--- config.mk ---
export PLATFORM = sky130hd
export DESIGN_NAME = cen_subtractor_n
export DESIGN_NICKNAME = d
export VERILOG_FILES = /design/src/rtl/cen_subtractor_n.sv
export SDC_FILE = /design/constraint.sdc
export NUM_CORES = 1
export LEC_CHECK = 0
export ABC_AREA = 1
export BUFFER_PORTS_ARGS = -buffer_cell sky130_fd_sc_hd__buf_2
export CORE_MARGIN = 4
export CORE_UTILIZATION = 48
export DETAILED_ROUTE_END_ITERATION = 6
export MAX_ROUTING_LAYER = met4
export PLACE_DENSITY = 0.72
export SYNTH_ARGS = -nofsm -noshare
export SYNTH_HDL_FRONTEND = slang
export SYNTH_SLANG_ARGS = --single-unit
--- constraint.sdc ---
create_clock -name clk -period 5.05 [get_ports clk]
set_input_delay 0.7575 -clock clk [delete_from_list [all_inputs] [get_ports clk]]
set_output_delay 0.7575 -clock clk [all_outputs]
set_load 0.02 [all_outputs]
--- src/rtl/cen_subtractor_n.sv ---
// cen_subtractor_n: per-channel frame centring engine.
// Pass 1 (ACCUM) sums 2^LOG2_LEN unsigned samples per channel and latches the floor mean.
// Pass 2 (SUBTR) subtracts the latched mean from the replayed frame and emits signed
// results, clamped to the W-bit signed range when SAT=1 or wrapped to W bits when SAT=0.
// Ports:
//   clk, rst             clock and synchronous active-high reset
//   GO                   one-cycle frame start, honoured only while idle
//   in_valid/in_ready    input handshake, in_data holds CH packed W-bit unsigned samples
//   out_valid/out_ready  output handshake, out_data holds CH packed W-bit signed results
//   mean_out/mean_valid  latched per-channel means for the current frame
//   busy                 high whenever a frame is in progress
//   done                 pulses on the handshake that drains the last result
module cen_subtractor_n #(
    parameter int unsigned CH       = 4,
    parameter int unsigned W        = 26,
    parameter int unsigned LOG2_LEN = 10,
    parameter bit          SAT      = 1'b1
) (
    input  logic            clk,
    input  logic            rst,
    input  logic            GO,
    input  logic            in_valid,
    output logic            in_ready,
    input  logic [CH*W-1:0] in_data,
    output logic            out_valid,
    input  logic            out_ready,
    output logic [CH*W-1:0] out_data,
    output logic [CH*W-1:0] mean_out,
    output logic            mean_valid,
    output logic            busy,
    output logic            done
);

    localparam int unsigned AccW = W + LOG2_LEN;

    typedef enum logic [1:0] {StIdle, StAccum, StSubtr} state_e;

    state_e                state_q, state_d;
    logic [AccW-1:0]       acc_q [CH];
    logic [AccW-1:0]       acc_d [CH];
    logic [AccW-1:0]       sum   [CH];
    logic [LOG2_LEN-1:0]   cnt_q, cnt_d;
    logic [CH*W-1:0]       mean_q, mean_d;
    logic [CH*W-1:0]       out_q, out_d;
    logic [CH*W-1:0]       res;
    logic                  mean_valid_q, mean_valid_d;
    logic                  out_valid_q, out_valid_d;
    logic                  last_in_q, last_in_d;   // every replay sample has been taken
    logic                  in_hs, out_hs, cnt_last;

    // Per-channel running sum and centred result.
    always_comb begin
        for (int c = 0; c < CH; c++) begin
            logic [W:0] diff;
            sum[c] = acc_q[c] + AccW'(in_data[c*W +: W]);
            // Both operands zero-extended, so the W+1-bit result is the exact signed difference.
            diff = {1'b0, in_data[c*W +: W]} - {1'b0, mean_q[c*W +: W]};
            if (SAT && (diff[W] != diff[W-1])) begin
                res[c*W +: W] = diff[W] ? {1'b1, {(W-1){1'b0}}} : {1'b0, {(W-1){1'b1}}};
            end else begin
                res[c*W +: W] = diff[W-1:0];
            end
        end
    end

    always_comb begin
        in_ready = 1'b0;
        unique case (state_q)
            StAccum: in_ready = 1'b1;
            StSubtr: in_ready = !last_in_q && (!out_valid_q || out_ready);
            default: in_ready = 1'b0;
        endcase
    end

    assign in_hs    = in_valid && in_ready;
    assign out_hs   = out_valid_q && out_ready;
    assign cnt_last = (cnt_q == {LOG2_LEN{1'b1}});

    always_comb begin
        state_d      = state_q;
        acc_d        = acc_q;
        cnt_d        = cnt_q;
        mean_d       = mean_q;
        out_d        = out_q;
        mean_valid_d = mean_valid_q;
        out_valid_d  = out_valid_q;
        last_in_d    = last_in_q;
        done         = 1'b0;
        unique case (state_q)
            StIdle: begin
                if (GO) begin
                    for (int c = 0; c < CH; c++) acc_d[c] = '0;
                    cnt_d        = '0;
                    mean_valid_d = 1'b0;
                    last_in_d    = 1'b0;
                    state_d      = StAccum;
                end
            end
            StAccum: begin
                if (in_hs) begin
                    for (int c = 0; c < CH; c++) acc_d[c] = sum[c];
                    if (cnt_last) begin
                        for (int c = 0; c < CH; c++) mean_d[c*W +: W] = sum[c][LOG2_LEN +: W];
                        mean_valid_d = 1'b1;
                        cnt_d        = '0;
                        state_d      = StSubtr;
                    end else begin
                        cnt_d = cnt_q + 1'b1;
                    end
                end
            end
            StSubtr: begin
                if (out_hs) out_valid_d = 1'b0;
                // A new result in the same cycle replaces the drained one.
                if (in_hs) begin
                    out_valid_d = 1'b1;
                    out_d       = res;
                    cnt_d       = cnt_q + 1'b1;
                    if (cnt_last) last_in_d = 1'b1;
                end
                if (last_in_q && out_hs) begin
                    done    = 1'b1;
                    state_d = StIdle;
                end
            end
            default: state_d = StIdle;
        endcase
    end

    always_ff @(posedge clk) begin
        if (rst) begin
            state_q      <= StIdle;
            for (int c = 0; c < CH; c++) acc_q[c] <= '0;
            cnt_q        <= '0;
            mean_q       <= '0;
            out_q        <= '0;
            mean_valid_q <= 1'b0;
            out_valid_q  <= 1'b0;
            last_in_q    <= 1'b0;
        end else begin
            state_q      <= state_d;
            acc_q        <= acc_d;
            cnt_q        <= cnt_d;
            mean_q       <= mean_d;
            out_q        <= out_d;
            mean_valid_q <= mean_valid_d;
            out_valid_q  <= out_valid_d;
            last_in_q    <= last_in_d;
        end
    end

    assign out_valid  = out_valid_q;
    assign out_data   = out_q;
    assign mean_out   = mean_q;
    assign mean_valid = mean_valid_q;
    assign busy       = (state_q != StIdle);

endmodule

==> impl_metrics.yaml, run 1 <==
timing:
  rsz0062_at_grt: "no"
  setup_violations: 0
  fin_skew_ns: 0.0198
  report.final.slew_viol_count: 0
  timing.setup.tns_ns: 0
  hold_violations: 0
  fin_crit_ns: 3.49
  fin_crit_sh_pct: 69.1
  setup_ws_ns: 1.56
  worstMarginPinSlew_ns: 1.05
  max_freq_mhz: 287
  maxSlewHeadroom_pct: 30.2
critical_path:
  critical_path.top_delay_family: "buffers and inverters"
  crit_type: "flip-flop to flip-flop"
  crit_path_max_fanout: 74
  critical_path_arrival_ns: 3.93
  critPathMaxStageDelay_ns: 0.69
  crit_slowest_cell: "buf_4"
  crit_chain: "inv_1 -> ha_1 -> inv_2 -> a21oi_4 -> nand2_2 -> a21oi_4 -> o21ai_4 -> buf_4 -> buf_4 -> nor3_1 -> a21oi_1 -> nor2_1"
  critPathBufInv: 4
  r2r_setup_slack_ns: 1.56
  crit_path_start_kind: "flip-flop"
  required_ns: 5.49
  endpoint_kind: "flip-flop"
logic_synthesis:
  synth_cell_type_count: 48
  synth-seq-cells: 367
  synth_area_leaders: "dfxtp_1 (26%), nand2_1 (18%), a21oi_1 (10%)"
  yosys.area.top_type_share_pct: 26.1
  yosys.area.top_type: "dfxtp_1"
  syn_area_um2: 28200
  synthesis.nets: 4915
  syn_inst: 4585
  yosysWarnings: 0
  synth_area_per_cell_um2: 6.14
  yosysSeqAreaShare_pct: 26.1
cts:
  ctsHtreeMaxLevel: 2
  clock_tree.buffer_depth: 3
  cts_tree: "yes"
  clk_pin_slew_ns: 0.06
  postCtsSetupBuffers: 0
  holdBufCountCts: 0
  cts-resized-gates: 0
  numCtsBuffers: 45
  cts.sinks: 367
  clk_latency_ns: 0.58
  root_buffer: "clkbuf_16"
pwr:
  power.density_nw_per_um2: 270
  ir_worst_vdd_mv: 0.247
  p_leak_nw: 15.7
detailed_routing:
  topRoutingLayerUsed: "met4"
  ant_nets: 0
  wirelength_um: 93700
  vias_per_cell: 5.32
  num_vias: 29988
  firstDrtPassIters: 6
  drt_iter0_drc: 2028
  wirelength_met1_um: 42500
  wire_per_inst_um: 16.6
  drc_errors: 0
  wl_met2_um: 43600
  wl_met3_um: 4980
placed_design:
  gp_congestion: 0.973
  port_buffers: 321
  place_ws_ns: 1.55
  dp_hpwl_um: 73500
floorplanning:
  io_pins: 322
  initial_utilization_pct: 48.6
  rows: 88
  dieHeight_um: 250
  die_w_um: 250
  coreArea_um2: 57900
  die_area_um2: 62600
worst_hold_path:
  hold_class: "flip-flop to flip-flop"
flow_run:
  cap_violations: 0
grt:
  grt_pass1_vias: 27498
  grt_usage_pct: 29.2
  antenna_found_initial: 3
  grt_start_max_net_pins: 87
  grt_pass1_wl_um: 146000
  grt_overflow: 0
final_layout:
  num-fill-cells: 6092
  fin_nets: 5173
  syn2layout_area_growth_pct: 12.9
  final_layout_size_suffix_gt1_share_pct: 9.11
outcome:
  status: "complete, no violations"
## through the flow
stage                     util (%)  std cells  cell area (um^2)  hold slack (ns)  total power [mW]
after floorplan                  -       4585             28200            0.444              4.69
after global placement        52.3       5561             30300            0.452              5.29
after detailed placement      52.3       5561             30300            0.459              5.31
after CTS                     54.9       5640             31800            0.468              8.65
after global routing          54.9       5642             31800            0.487              9.04
final                         54.9       5642             31800            0.466              8.59
## metal layers
layer / vias up / track usage (%)
met2: 784 / 48.7
met1: 13608 / 37.8
met4: 0 / 7.93
met3: 152 / 3.32
met5: - / -
li1: 15444 / -
## registers in the layout, indices dropped and copies added, names as in the netlist
register    flops
acc_q         144
cnt_q          10
last_in_q       1
mean_out      104
mean_valid      1
out_data      104
out_valid       1
state_q         2
## worst min-delay path, cell delays in order, from the launching register on
cell and delay (ns):
dfxtp_1 0.31, nand2_1 0.06, a21oi_1 0.05
## path summary, 6_finish.rpt
| check | start | to | cells past startpoint |
|---|---|---|---|
| worst max-delay path | state_q[1]$_SDFFE_PP0P_ | acc_q[74]$_SDFFE_PP0P_ | 12 |
| worst min register to register | acc_q[4]$_SDFFE_PP0P_ | acc_q[4]$_SDFFE_PP0P_ | 2 |
| worst max register to register | state_q[1]$_SDFFE_PP0P_ | acc_q[74]$_SDFFE_PP0P_ | 12 |
| worst min-delay path | acc_q[4]$_SDFFE_PP0P_ | acc_q[4]$_SDFFE_PP0P_ | 2 |
## cell families after synthesis
group,count (synthesis),share of synthesized area [%]
and+or+nand+nor,2145,31.3
AOI/OAI and AO/OA,989,18.7
buffers and inverters,750,10.4
DFF,367,26.1
adders and majority gates,221,10.0
xor gates and xnor gates,113,3.51
## area by class of cell
cell class,count,area (um^2),area share (%)
clock buffers,67,1370,4.31
repair buffers,334,1730,5.43
well taps,765,957,3.01
clock inverters,12,120,0.378
inverters,627,2360,7.42
diodes,2,5.00,0.0157
flip-flops and latches,367,7350,23.1
multi-input cells,3468,17900,56.3
## synth_stat cells (all sizes together)
cell,number
ha,213
clkinv,2
xnor2,31
xor2,82
dfxtp,367
and3,1
nand3,280
o21a,13
o31ai,7
a211oi,2
nand2b,3
nand3b,35
o211a,3
inv,625
nand4,17
or2,21
o22ai,5
nand2,1335
a21o,7
buf,77
o2111ai,1
o211ai,27
a21oi,591
nor4,19
fa,8
nor3b,3
a21boi,5
and2,4
nor3,49
clkbuf,46
o21ai,274
nor2,378
a22oi,2
o21bai,38
a31oi,14
## layout by cell type (no fill, tap or decap), drive strengths merged, types with 31 or more instances in the layout
| cell type | instances |
|---|---|
| nand2 | 1335 |
| inv | 627 |
| a21oi | 591 |
| nor2 | 378 |
| dfxtp | 367 |
| buf | 333 |
| nand3 | 280 |
| o21ai | 274 |
| ha | 213 |
| xor2 | 82 |
| clkbuf | 68 |
| nor3 | 49 |
| o21bai | 38 |
| nand3b | 35 |
| xnor2 | 31 |
## where the power goes
part	total (mW)	internal, mW	leakage [nW]	switching (mW)
sequential	3.07	3.00	2.96	0.0611
clock	3.32	1.97	0.739	1.35
combinational	2.20	0.636	12.0	1.57
(Power assumes the default switching activity.)
==> run 2, diff against run 1 <==
--- a/config.mk
+++ b/config.mk
@@ -5,13 +5,13 @@
 export SDC_FILE = /design/constraint.sdc
 export NUM_CORES = 1
 export LEC_CHECK = 0
-export ABC_AREA = 1
+export ABC_AREA = 0
 export BUFFER_PORTS_ARGS = -buffer_cell sky130_fd_sc_hd__buf_2
 export CORE_MARGIN = 4
 export CORE_UTILIZATION = 48
 export DETAILED_ROUTE_END_ITERATION = 6
 export MAX_ROUTING_LAYER = met4
-export PLACE_DENSITY = 0.72
+export PLACE_DENSITY = 0.75
 export SYNTH_ARGS = -nofsm -noshare
 export SYNTH_HDL_FRONTEND = slang
 export SYNTH_SLANG_ARGS = --single-unit
==> constraint.sdc (replaced) <==
create_clock -name clk -period 3.2 [get_ports clk]
set_input_delay 0.48 -clock clk [delete_from_list [all_inputs] [get_ports clk]]
set_output_delay 0.48 -clock clk [all_outputs]
set_load 0.02 [all_outputs]
==> impl_metrics.yaml, run 2 <==
timing:
  maxSlewHeadroom_pct: 49.6
  fin_crit_sh_pct: 104
  hold_violations: 0
  setup_violations: 23
  setup_ws_ns: -0.126
  fin_crit_ns: 3.33
  max_freq_mhz: 301
  worstMarginPinSlew_ns: 0.753
  rsz0062_at_grt: "yes"
  report.final.slew_viol_count: 0
  fin_skew_ns: 0.0302
  timing.setup.tns_ns: -2.10
grt:
  grt_util_met2_pct: 43.3
  grt_overflow: 0
  top_usage_layer: "met2"
  antenna_found_initial: 0
  grt_start_max_net_pins: 126
  grt_pass1_vias: 23648
  grt_usage_pct: 27.8
  grt_pass1_wl_um: 126000
  grtUsageMet1_pct: 37.2
  use_met3_pct: 3.86
flow_run:
  cap_violations: 0
logic_synthesis:
  yosys.area.top_type_share_pct: 29.2
  synthesis.nets: 3545
  synth_cell_type_count: 86
  yosys.area.top_type: "dfxtp_1"
  synth_area_per_cell_um2: 7.83
  synth-seq-cells: 367
  synth_most_common_cell: "dfxtp_1"
  syn_area_um2: 25200
  ys.flop_type: "dfxtp_1"
  syn_inst: 3215
  synth_edf_count: 0
  async_flop_share_pct: 0
  synth_common_cells: "dfxtp_1 (367), a21oi_1 (322), nand2_1 (295)"
  synth_area_leaders: "dfxtp_1 (29%), ha_1 (11%), a21oi_1 (6.4%)"
  yosysSeqAreaShare_pct: 29.2
  yosysWarnings: 0
floorplanning:
  rows: 83
  die_area_um2: 56200
  die_w_um: 237
  coreArea_um2: 51600
  initial_utilization_pct: 48.8
  dieHeight_um: 237
  io_pins: 322
critical_path:
  reg2reg_from: "mean_out[36]$_SDFFE_PP0P_"
  crit_path_max_fanout: 6
  crit_type: "flip-flop to flip-flop"
  required_ns: 3.68
  crit_chain: "inv_4 -> ha_4 -> a21o_1 -> a31o_1 -> a221oi_2 -> nand3_1 -> a31o_1 -> a211o_1 -> o31ai_4 -> xor2_4 -> buf_6 -> clkbuf_16 -> a21oi_2 -> o221a_1"
  cp_common_cell: "a31o_1"
  r2r-end: "out_data[40]$_SDFFE_PP0P_"
  crit_path_start_kind: "flip-flop"
  endpoint_kind: "flip-flop"
  crit_slowest_cell: "dfxtp_2"
  critPathMaxStageDelay_ns: 0.35
  worstRegToRegCells: 14
  r2r_setup_slack_ns: -0.13
  critical_path_arrival_ns: 3.80
detailed_routing:
  firstDrtPassIters: 6
  ant_nets: 0
  drt_iter0_drc: 1773
  wire_per_inst_um: 18.3
  num_vias: 26017
  drc_errors: 0
  wirelength_um: 82200
  vias_per_cell: 5.78
worst_hold_path:
  hold-path-endpoint: "out_valid$_SDFFE_PP0P_"
  hp-start: "out_ready"
  min_path_cells: 4
  hold_class: "input port to flip-flop"
pwr:
  ir_worst_vdd_mv: 0.521
  p_leak_nw: 14.2
  power.density_nw_per_um2: 500
cts:
  clock_tree.buffer_depth: 3
  numCtsBuffers: 45
  clk_pin_slew_ns: 0.07
  ctsHtreeMaxLevel: 2
  cts_tree: "yes"
  cts.sinks: 367
  clk_latency_ns: 0.59
  root_buffer: "clkbuf_16"
final_layout:
  fin_nets: 4114
  largest_reg_flops: 144
  multi_input_area_um2: 17200
  final_layout_size_suffix_gt1_share_pct: 24.2
  final_common_cell: "dfxtp_1"
  syn2layout_area_growth_pct: 28.4
  num-fill-cells: 4495
  regArea_um2: 7360
  final_cell_mix: "dfxtp_1 (358), buf_4 (343), buf_2 (320)"
  regMostFlops: "acc_q"
placed_design:
  place_ws_ns: -0.423
  port_buffers: 321
  gp_congestion: 0.973
  dp_hpwl_um: 60200
outcome:
  failed_checks: "negative setup slack"
  status: "complete, but fails checks"
-- run 2: cell types whose count changed in the layout (fill, tap and decap cells not counted), sizes merged, moves of 51 or more --
cell,before,now
nor2,378,276
a21o,7,119
a21oi,591,323
a211oi,2,77
a31oi,14,65
buf,333,689
xnor2,31,100
nand3,280,74
inv,627,168
nand2,1335,295
-- run 2: layout make-up --
type                    instances  area share [%]
diodes                          1         0.00774
clock buffers                  71            4.35
clock inverters                10           0.561
flip-flops and latches        367            22.8
multi-input cells            2508            53.0
repair buffers                694            14.7
well taps                     680            2.63
inverters                     168            2.00
-- run 2: report_power, final --
group	internal, mW	switching [mW]	leakage [nW]
sequential	4.82	0.148	2.96
clock	3.40	2.10	0.779
combinational	2.25	3.47	10.4
total	10.5	5.71	14.2
-- run 2: cell families after synthesis --
kind of cell / after synthesis / share of synthesized area, %
adder cells (fa/ha/maj): 227 / 11.5
flip-flops: 367 / 29.2
buffers and inverters: 343 / 5.23
AND/OR/NAND/NOR: 917 / 17.0
multiplexers: 7 / 0.278
XOR/XNOR: 200 / 6.99
AO/OA/AOI/OAI: 1154 / 29.9
-- run 2: per-stage QoR --
step / cells / power (mW) / util [%] / area [um^2] / hold WS [ns]
after floorplan: 3215 / 8.48 / - / 25400 / 0.429
after detailed placement: 4385 / 10.4 / 58.1 / 30000 / 0.444
final: 4499 / 16.2 / 62.7 / 32300 / 0.272
after global routing: 4498 / 17.0 / 62.7 / 32300 / 0.298
after global placement: 4385 / 10.4 / 58.1 / 30000 / 0.438
after CTS: 4473 / 16.0 / 61.5 / 31700 / 0.236
-- run 2: worst max-delay path by stage --
stage | from | end | slack [ns] | cells after the start
2_1_floorplan | in_data[0] | out_data[10]$_SDFFE_PP0P_ | -0.05 | 15
5_1_grt | mean_out[36]$_SDFFE_PP0P_ | out_data[40]$_SDFFE_PP0P_ | -0.25 | 14
3_3_place_gp | in_data[26] | out_data[50]$_SDFFE_PP0P_ | -0.39 | 17
3_5_place_dp | in_data[26] | out_data[50]$_SDFFE_PP0P_ | -0.42 | 17
4_1_cts | mean_out[36]$_SDFFE_PP0P_ | out_data[33]$_SDFFE_PP0P_ | -0.09 | 14
6_report | mean_out[36]$_SDFFE_PP0P_ | out_data[40]$_SDFFE_PP0P_ | -0.13 | 14
-- run 2: repair_timing --
item,4_1_cts,5_1_grt
pin swaps,10,64
hold endpoints to repair,0,0
gates resized for setup,15,100
endpoints found under the setup margin,50,153
gates cloned,3,6
hold buffers,0,0
buffers inserted,4,20
-- run 2: routing by layer --
metal | vias to the layer above | part of all wire [%]
li1 | 12893 | -
met1 | 12119 | 45
met2 | 837 | 46
met3 | 168 | 6.4
met4 | 0 | 3.3
met5 | - | 0
-- run 2: critical path, delay by kind of cell (launching register included) --
| family | cells | cell delay [ns] |
|---|---|---|
| fa+ha+maj | 1 | 0.21 |
| simple gates | 1 | 0.15 |
| buf+inv | 3 | 0.42 |
| flops | 1 | 0.35 |
| compound gates | 8 | 1.81 |
| xor+xnor | 1 | 0.28 |
